### config.mk
export PLATFORM = sky130hd
export DESIGN_NAME = ctrl_pipe
export DESIGN_NICKNAME = d
export VERILOG_FILES = /design/src/rtl/ctrl_pipe.sv
export SDC_FILE = /design/constraint.sdc
export NUM_CORES = 1
export LEC_CHECK = 0
export CAP_MARGIN = 5
export CORE_MARGIN = 5
export CORE_UTILIZATION = 30
export DETAILED_ROUTE_END_ITERATION = 10
export GPL_ROUTABILITY_DRIVEN = 1
export GPL_TIMING_DRIVEN = 0
export SKIP_LAST_GASP = 1
export SLEW_MARGIN = 20
export SYNTH_ARGS = -nofsm -noshare
export SYNTH_HDL_FRONTEND = slang
export SYNTH_SLANG_ARGS = --single-unit
### constraint.sdc
create_clock -name clk -period 3.5 [get_ports clk]
set_input_delay 0.7 -clock clk [delete_from_list [all_inputs] [get_ports clk]]
set_output_delay 0.7 -clock clk [all_outputs]
set_load 0.005 [all_outputs]
### src/rtl/ctrl_pipe.sv
`timescale 1ns/1ps
// -----------------------------------------------------------------------------
// ctrl_pipe
//   Carries the decode-stage control bundles (EX, M, WB) through the ID/EX,
//   EX/MEM and MEM/WB pipeline registers. Each stage's fields are presented as
//   named strobes. The block also detects data hazards and branch-taken flushes
//   and drives stall/flush back to fetch/decode.
//
//   Build option:
//     CTRL_PIPE_FORWARD_EN defined   : forward_a/forward_b select EX/MEM or
//                                      MEM/WB results, and only load-use stalls.
//     CTRL_PIPE_FORWARD_EN undefined : forward_* tied to 00, and any RAW against
//                                      ID/EX or EX/MEM stalls decode.
//
//   Ports
//     clk, rst          clock, synchronous active-high reset
//     id_valid          decode slot holds a real instruction
//     id_ex/id_m/id_wb  control bundles from decode
//     id_rs/id_rt/id_rd register specifiers of the decoding instruction
//     ex_zero           ALU zero flag of the instruction currently in EX
//     ex_*              EX-stage strobes and destination
//     mem_*, pc_src     MEM-stage strobes and branch-taken
//     wb_*              WB-stage strobes and destination
//     stall, flush      hazard controls back to fetch/decode
//     forward_a/b       EX operand select: 00 regfile, 10 EX/MEM, 01 MEM/WB
// -----------------------------------------------------------------------------
module ctrl_pipe #(
    parameter int REG_W = 5,
    parameter int EX_W  = 4,
    parameter int M_W   = 3,
    parameter int WB_W  = 2
) (
    input  logic             clk,
    input  logic             rst,
    input  logic             id_valid,
    input  logic [EX_W-1:0]  id_ex,
    input  logic [M_W-1:0]   id_m,
    input  logic [WB_W-1:0]  id_wb,
    input  logic [REG_W-1:0] id_rs,
    input  logic [REG_W-1:0] id_rt,
    input  logic [REG_W-1:0] id_rd,
    input  logic             ex_zero,
    output logic             ex_reg_dst,
    output logic             ex_alu_src,
    output logic [1:0]       ex_alu_op,
    output logic [REG_W-1:0] ex_dest,
    output logic             mem_branch,
    output logic             mem_read,
    output logic             mem_write,
    output logic             pc_src,
    output logic             wb_reg_write,
    output logic             wb_mem_to_reg,
    output logic [REG_W-1:0] wb_dest,
    output logic             stall,
    output logic             flush,
    output logic [1:0]       forward_a,
    output logic [1:0]       forward_b
);

    // Bundle field positions
    localparam int EX_REG_DST    = 3;
    localparam int EX_ALU_OP_HI  = 2;
    localparam int EX_ALU_OP_LO  = 1;
    localparam int EX_ALU_SRC    = 0;
    localparam int M_BRANCH      = 2;
    localparam int M_MEM_READ    = 1;
    localparam int M_MEM_WRITE   = 0;
    localparam int WB_REG_WRITE  = 1;
    localparam int WB_MEM_TO_REG = 0;

    // ---------------------------------------------------------------- ID/EX
    logic [EX_W-1:0]  idex_ex_q,  idex_ex_d;
    logic [M_W-1:0]   idex_m_q,   idex_m_d;
    logic [WB_W-1:0]  idex_wb_q,  idex_wb_d;
    logic [REG_W-1:0] idex_rt_q,  idex_rt_d;
    logic [REG_W-1:0] idex_rd_q,  idex_rd_d;
`ifdef CTRL_PIPE_FORWARD_EN
    // Only the forwarding compare consumes the EX-stage rs.
    logic [REG_W-1:0] idex_rs_q,  idex_rs_d;
`endif

    // -------------------------------------------------------------- EX/MEM
    logic [M_W-1:0]   exmem_m_q,    exmem_m_d;
    logic [WB_W-1:0]  exmem_wb_q,   exmem_wb_d;
    logic [REG_W-1:0] exmem_dest_q, exmem_dest_d;
    logic             exmem_zero_q, exmem_zero_d;

    // -------------------------------------------------------------- MEM/WB
    logic [WB_W-1:0]  memwb_wb_q,   memwb_wb_d;
    logic [REG_W-1:0] memwb_dest_q, memwb_dest_d;

    logic             load_use;
    logic             raw_hazard;
    logic             idex_bubble;

    // A producer matches a consumer's source only when it writes, the source
    // is not r0, and the register numbers agree.
    function automatic logic src_hit(input logic [REG_W-1:0] src,
                                     input logic [REG_W-1:0] dst,
                                     input logic             wr);
        return wr && (src != '0) && (src == dst);
    endfunction

    // ------------------------------------------------------- stage strobes
    assign ex_reg_dst    = idex_ex_q[EX_REG_DST];
    assign ex_alu_src    = idex_ex_q[EX_ALU_SRC];
    assign ex_alu_op     = idex_ex_q[EX_ALU_OP_HI:EX_ALU_OP_LO];
    assign ex_dest       = idex_ex_q[EX_REG_DST] ? idex_rd_q : idex_rt_q;

    assign mem_branch    = exmem_m_q[M_BRANCH];
    assign mem_read      = exmem_m_q[M_MEM_READ];
    assign mem_write     = exmem_m_q[M_MEM_WRITE];
    assign pc_src        = exmem_m_q[M_BRANCH] & exmem_zero_q;

    assign wb_reg_write  = memwb_wb_q[WB_REG_WRITE];
    assign wb_mem_to_reg = memwb_wb_q[WB_MEM_TO_REG];
    assign wb_dest       = memwb_dest_q;

    // ------------------------------------------------------------- hazards
    // The load's result is not available until after MEM, so a consumer
    // directly behind it in decode must wait one cycle regardless of build.
    assign load_use = idex_m_q[M_MEM_READ] & id_valid &
                      (idex_rt_q != '0) &
                      ((idex_rt_q == id_rs) | (idex_rt_q == id_rt));

`ifdef CTRL_PIPE_FORWARD_EN
    assign raw_hazard = 1'b0;

    // EX/MEM holds the younger result, so it wins over MEM/WB.
    always_comb begin
        forward_a = 2'b00;
        forward_b = 2'b00;
        if (src_hit(idex_rs_q, exmem_dest_q, exmem_wb_q[WB_REG_WRITE]))
            forward_a = 2'b10;
        else if (src_hit(idex_rs_q, memwb_dest_q, memwb_wb_q[WB_REG_WRITE]))
            forward_a = 2'b01;
        if (src_hit(idex_rt_q, exmem_dest_q, exmem_wb_q[WB_REG_WRITE]))
            forward_b = 2'b10;
        else if (src_hit(idex_rt_q, memwb_dest_q, memwb_wb_q[WB_REG_WRITE]))
            forward_b = 2'b01;
    end
`else
    assign forward_a = 2'b00;
    assign forward_b = 2'b00;

    // Without forwarding, decode waits until the producer has left EX/MEM.
    // MEM/WB is not checked: the register file writes before it reads.
    assign raw_hazard = id_valid & (
        src_hit(id_rs, ex_dest,      idex_wb_q[WB_REG_WRITE])  |
        src_hit(id_rs, exmem_dest_q, exmem_wb_q[WB_REG_WRITE]) |
        src_hit(id_rt, ex_dest,      idex_wb_q[WB_REG_WRITE])  |
        src_hit(id_rt, exmem_dest_q, exmem_wb_q[WB_REG_WRITE]));
`endif

    // A taken branch squashes the stalled instruction anyway, so flush wins.
    assign flush = pc_src;
    assign stall = (load_use | raw_hazard) & ~flush;

    assign idex_bubble = ~id_valid | stall | flush;

    // ---------------------------------------------------------- next state
    always_comb begin
        idex_ex_d = id_ex;
        idex_m_d  = id_m;
        idex_wb_d = id_wb;
        idex_rt_d = id_rt;
        idex_rd_d = id_rd;
`ifdef CTRL_PIPE_FORWARD_EN
        idex_rs_d = id_rs;
`endif
        if (idex_bubble) begin
            idex_ex_d = '0;
            idex_m_d  = '0;
            idex_wb_d = '0;
            idex_rt_d = '0;
            idex_rd_d = '0;
`ifdef CTRL_PIPE_FORWARD_EN
            idex_rs_d = '0;
`endif
        end

        // The instruction in EX is on the wrong path when a branch in MEM
        // is taken.
        exmem_m_d    = idex_m_q;
        exmem_wb_d   = idex_wb_q;
        exmem_dest_d = ex_dest;
        exmem_zero_d = ex_zero;
        if (flush) begin
            exmem_m_d    = '0;
            exmem_wb_d   = '0;
            exmem_dest_d = '0;
            exmem_zero_d = 1'b0;
        end

        // The branch itself retires normally; its WB bundle is empty.
        memwb_wb_d   = exmem_wb_q;
        memwb_dest_d = exmem_dest_q;
    end

    // ------------------------------------------------------------ registers
    always_ff @(posedge clk) begin
        if (rst) begin
            idex_ex_q    <= '0;
            idex_m_q     <= '0;
            idex_wb_q    <= '0;
            idex_rt_q    <= '0;
            idex_rd_q    <= '0;
`ifdef CTRL_PIPE_FORWARD_EN
            idex_rs_q    <= '0;
`endif
            exmem_m_q    <= '0;
            exmem_wb_q   <= '0;
            exmem_dest_q <= '0;
            exmem_zero_q <= 1'b0;
            memwb_wb_q   <= '0;
            memwb_dest_q <= '0;
        end else begin
            idex_ex_q    <= idex_ex_d;
            idex_m_q     <= idex_m_d;
            idex_wb_q    <= idex_wb_d;
            idex_rt_q    <= idex_rt_d;
            idex_rd_q    <= idex_rd_d;
`ifdef CTRL_PIPE_FORWARD_EN
            idex_rs_q    <= idex_rs_d;
`endif
            exmem_m_q    <= exmem_m_d;
            exmem_wb_q   <= exmem_wb_d;
            exmem_dest_q <= exmem_dest_d;
            exmem_zero_q <= exmem_zero_d;
            memwb_wb_q   <= memwb_wb_d;
            memwb_dest_q <= memwb_dest_d;
        end
    end

endmodule
==> qor.csv <==
stage,metric,value,unit
yosys,seq_area_frac_synth,43.9,%
yosys,yosys_warnings,0,
timing,hold_viol,0,
floorplanning,io_pins,54,
setup_path,r2r_start,idex_ex_q[3]$_SDFF_PP0_,
placed_design,hpwl,2.78,mm
placed_design,finalWeightedCongestion,0.793,
pwr,power_frac_comb,12.7,%
cells_and_area,instances_no_fill,306,
yosys,syn_area_per_cell,9.81,um^2
cts,worstSkewPairLatency,280,ps
setup_path,worstSetupPathType,in -> out,
pwr,power.density,415,nW/um^2
pwr,seqPwrFrac,44.3,%
timing,setup_viol,0,
setup_path,worstPathArrival,2740,ps
floorplanning,core,5470,um^2
route,ant_nets,0,
pwr,p_sw_share,21.4,%
timing,fin_skew,3.28,ps
timing,period_share,98.2,%
grt,antenna_found_initial,0,
cells_and_area,synthToLayoutAreaGrowth,43.5,%
cts,cts_tree,done,
route,vias,1262,
setup_path,startpoint_type,primary input,
timing,tns,0,ps
setup_path,reg2regPathDepth,9,
floorplanning,start_util,30.8,%
route,viasPerCell,4.12,
route,dr.pass1.iters,4,
grt,grt_pass1_wl,5.80,mm
yosys,syn_area,1690,um^2
yosys,yosys-top-cells-area,"dfxtp_1 (44%), xor2_1 (11%), nor3_2 (11%)",
setup_path,path_cells,clkdlybuf4s15_2 > or4_4 > o21ai_1 > o22ai_1 > a211o_1 > buf_6 > and3_1 > clkdlybuf4s50_1,
setup_path,cp_max_fo,4,
placed_design,placed_cells,296,
setup_path,critPathSlowestCell,or4_4,
cells_and_area,final_nets,261,
cts,clk_pin_slew,70,ps
worst_hold_path,holdCritPathClass,reg -> reg,
setup_path,cp-end-kind,output port,
timing,maxSlewHeadroom,56.9,%
cells_and_area,antenna_cells,0,
pwr,clockPowerShare,43.0,%
pwr,switchingPower,0.215,mW
placed_design,portBuffers,49,
cts,cts-htree-levels,2,
setup_path,max_stage_delay,540,ps
yosys,yosysUniqueCellTypes,26,
placed_design,placed_area,2280,um^2
cts,clockRootBuffer,clkbuf_8,
flow_run,maxCapViolCount,0,
grt,grt_pass1_vias,1260,
route,drcViolationCount,0,
floorplanning,die_w,85.0,um
grt,gr-total-overflow,0,
floorplanning,rows,27,
route,totalWireLength,3.51,mm
cells_and_area,layout-drive-gt1-share,20.1,%
timing,tightest_slew,647,ps
cells_and_area,postLayoutCellArea,2420,um^2
pwr,internal_power,0.790,mW
worst_hold_path,min_from,idex_m_q[2]$_SDFF_PP0_,
timing,slew_viol_final,0,
setup_path,r2r_slack,1450,ps
yosys,synth_area_leader_cell,dfxtp_1,
setup_path,critPathRequiredTime,2800,ps
timing,max_freq,291,MHz
yosys,yosys.area.top_type_share,43.9,%
floorplanning,die_area,7220,um^2
cts,cts_hold_buf,0,
grt,grt_max_degree,13,
route,wl_per_cell,11.5,um
yosys,postSynthCellCount,172,
route,drtIter0Drc,46,
cts,clockBufferDepth,2,
grt,grt_use_total,10.4,%
cts,cts_made_buffers,5,
pwr,p_leak,1.09,nW
setup_path,crit_end,stall,
floorplanning,dieHeight,85.0,um
cts,cts_num_sinks,37,
timing,grt_setup_unrepaired,false,
timing,finalCriticalPeriod,3440,ps
yosys,ys_seq_elements,37,
run_status,outcome,"finished, final reports clean",
pwr,ir_worst_vdd,0.220,mV
setup_path,r2r-end,idex_rt_q[1]$_SDFF_PP0_,
setup_path,crit_path_start,id_rs[1],
[power groups by stage]
stage,combinational [mW],clock (mW),sequential (mW)
2_1_floorplan,0.0668,0,0.453
3_3_place_gp,0.132,0,0.455
3_5_place_dp,0.132,0,0.455
4_1_cts,0.129,0.445,0.445
5_1_grt,0.141,0.461,0.447
6_report,0.128,0.432,0.445
[logic make-up after synthesis]
| logic type | Yosys count | synth area share (%) |
|---|---|---|
| other | 1 | 0.222 |
| XOR/XNOR | 30 | 15.6 |
| AO/OA/AOI/OAI | 7 | 2.52 |
| flip-flops | 37 | 43.9 |
| buffers and inverters | 34 | 10.0 |
| AND/OR/NAND/NOR | 58 | 23.7 |
| multiplexers | 5 | 4.08 |
[synth_stat cells]
master and count:
xnor2_1 8, conb_1 1, o22ai_1 1, and3_1 1, and2_1 6, nand2_1 4
o21ai_0 3, nand2b_1 1, nor2b_1 7, inv_1 25, dfxtp_1 37, nor3_1 4
nor4_1 2, o21ai_1 1, buf_6 3, nor2_1 8, xor2_1 22, a211o_1 1
clkbuf_1 1, nand3_1 2, mux2i_2 5, nand4_1 2, buf_4 5, nor3_2 19
a22oi_1 1, or4_1 2
[area by class of cell]
type	count	area (um^2)
Inverter	25	93.8
Fill cell	571	3050
Buffer	9	75.1
Timing Repair Buffer	51	488
Clock buffer	5	68.8
Sequential cell	37	741
Tap cell	72	90.1
Clock inverter	3	65.1
Multi-Input combinational cell	104	798
[registers in the layout, indices dropped and copies added, names as in the netlist]
register,cells
idex_rt_q,5
idex_rd_q,5
memwb_wb_q,2
exmem_m_q,3
wb_dest,5
idex_wb_q,2
exmem_zero_q,1
exmem_dest_q,5
exmem_wb_q,2
idex_m_q,3
idex_ex_q,4
[critical path: cells and delay by family]
kind	cells	cell delay, ps
AO/OA/AOI/OAI	3	530
buffers and inverters	3	800
AND/OR/NAND/NOR	2	710
[per-stage QoR]
step | hold slack [ps] | util (%) | power [mW] | worst slack (ps)
2_1_floorplan | 406 | - | 0.520 | 748
4_1_cts | 431 | 44.2 | 1.02 | 1.72
3_5_place_dp | 413 | 41.6 | 0.587 | -299
6_report | 429 | 44.2 | 1.00 | 63.0
5_1_grt | 446 | 44.2 | 1.05 | 7.38
3_3_place_gp | 409 | 41.6 | 0.586 | -304
[layer usage]
metal	vias up	global-route usage [%]	share of wire, %
li1	656	-	-
met1	561	12.0	40
met2	38	17.3	49
met3	7	4.08	9.5
met4	0	4.32	1.7
met5	-	0	0
[worst min-delay path by stage]
stage                                          end  cells after the start  slack, ps
after detailed placement  exmem_wb_q[0]$_SDFF_PP0_                      1        410
after global placement     exmem_m_q[2]$_SDFF_PP0_                      1        410
after CTS                 exmem_wb_q[0]$_SDFF_PP0_                      1        430
final                      exmem_m_q[2]$_SDFF_PP0_                      1        430
after global routing      exmem_wb_q[0]$_SDFF_PP0_                      1        450
after floorplan            exmem_m_q[0]$_SDFF_PP0_                      1        410
[cells in the final DEF, fill, tap and decap left out, types with 3 or more instances in the layout]
cell              n
buf_4             7
clkbuf_8          5
nor2b_1           7
clkdlybuf4s50_1  39
nor2_1            8
nor3_2           19
xor2_1           22
buf_6             3
nor3_1            4
o21ai_1           3
dfxtp_1          37
mux2i_2           5
xnor2_1           8
nand2_1           4
dlygate4sd2_1     7
inv_1            25
conb_1            4
and2_1            6
[repair_timing]
item,CTS,global route
pin swaps,2,2
endpoints found under the setup margin,1,1
resized for setup,14,6
setup buffers,2,0
Power figures use the tool's default switching activity.
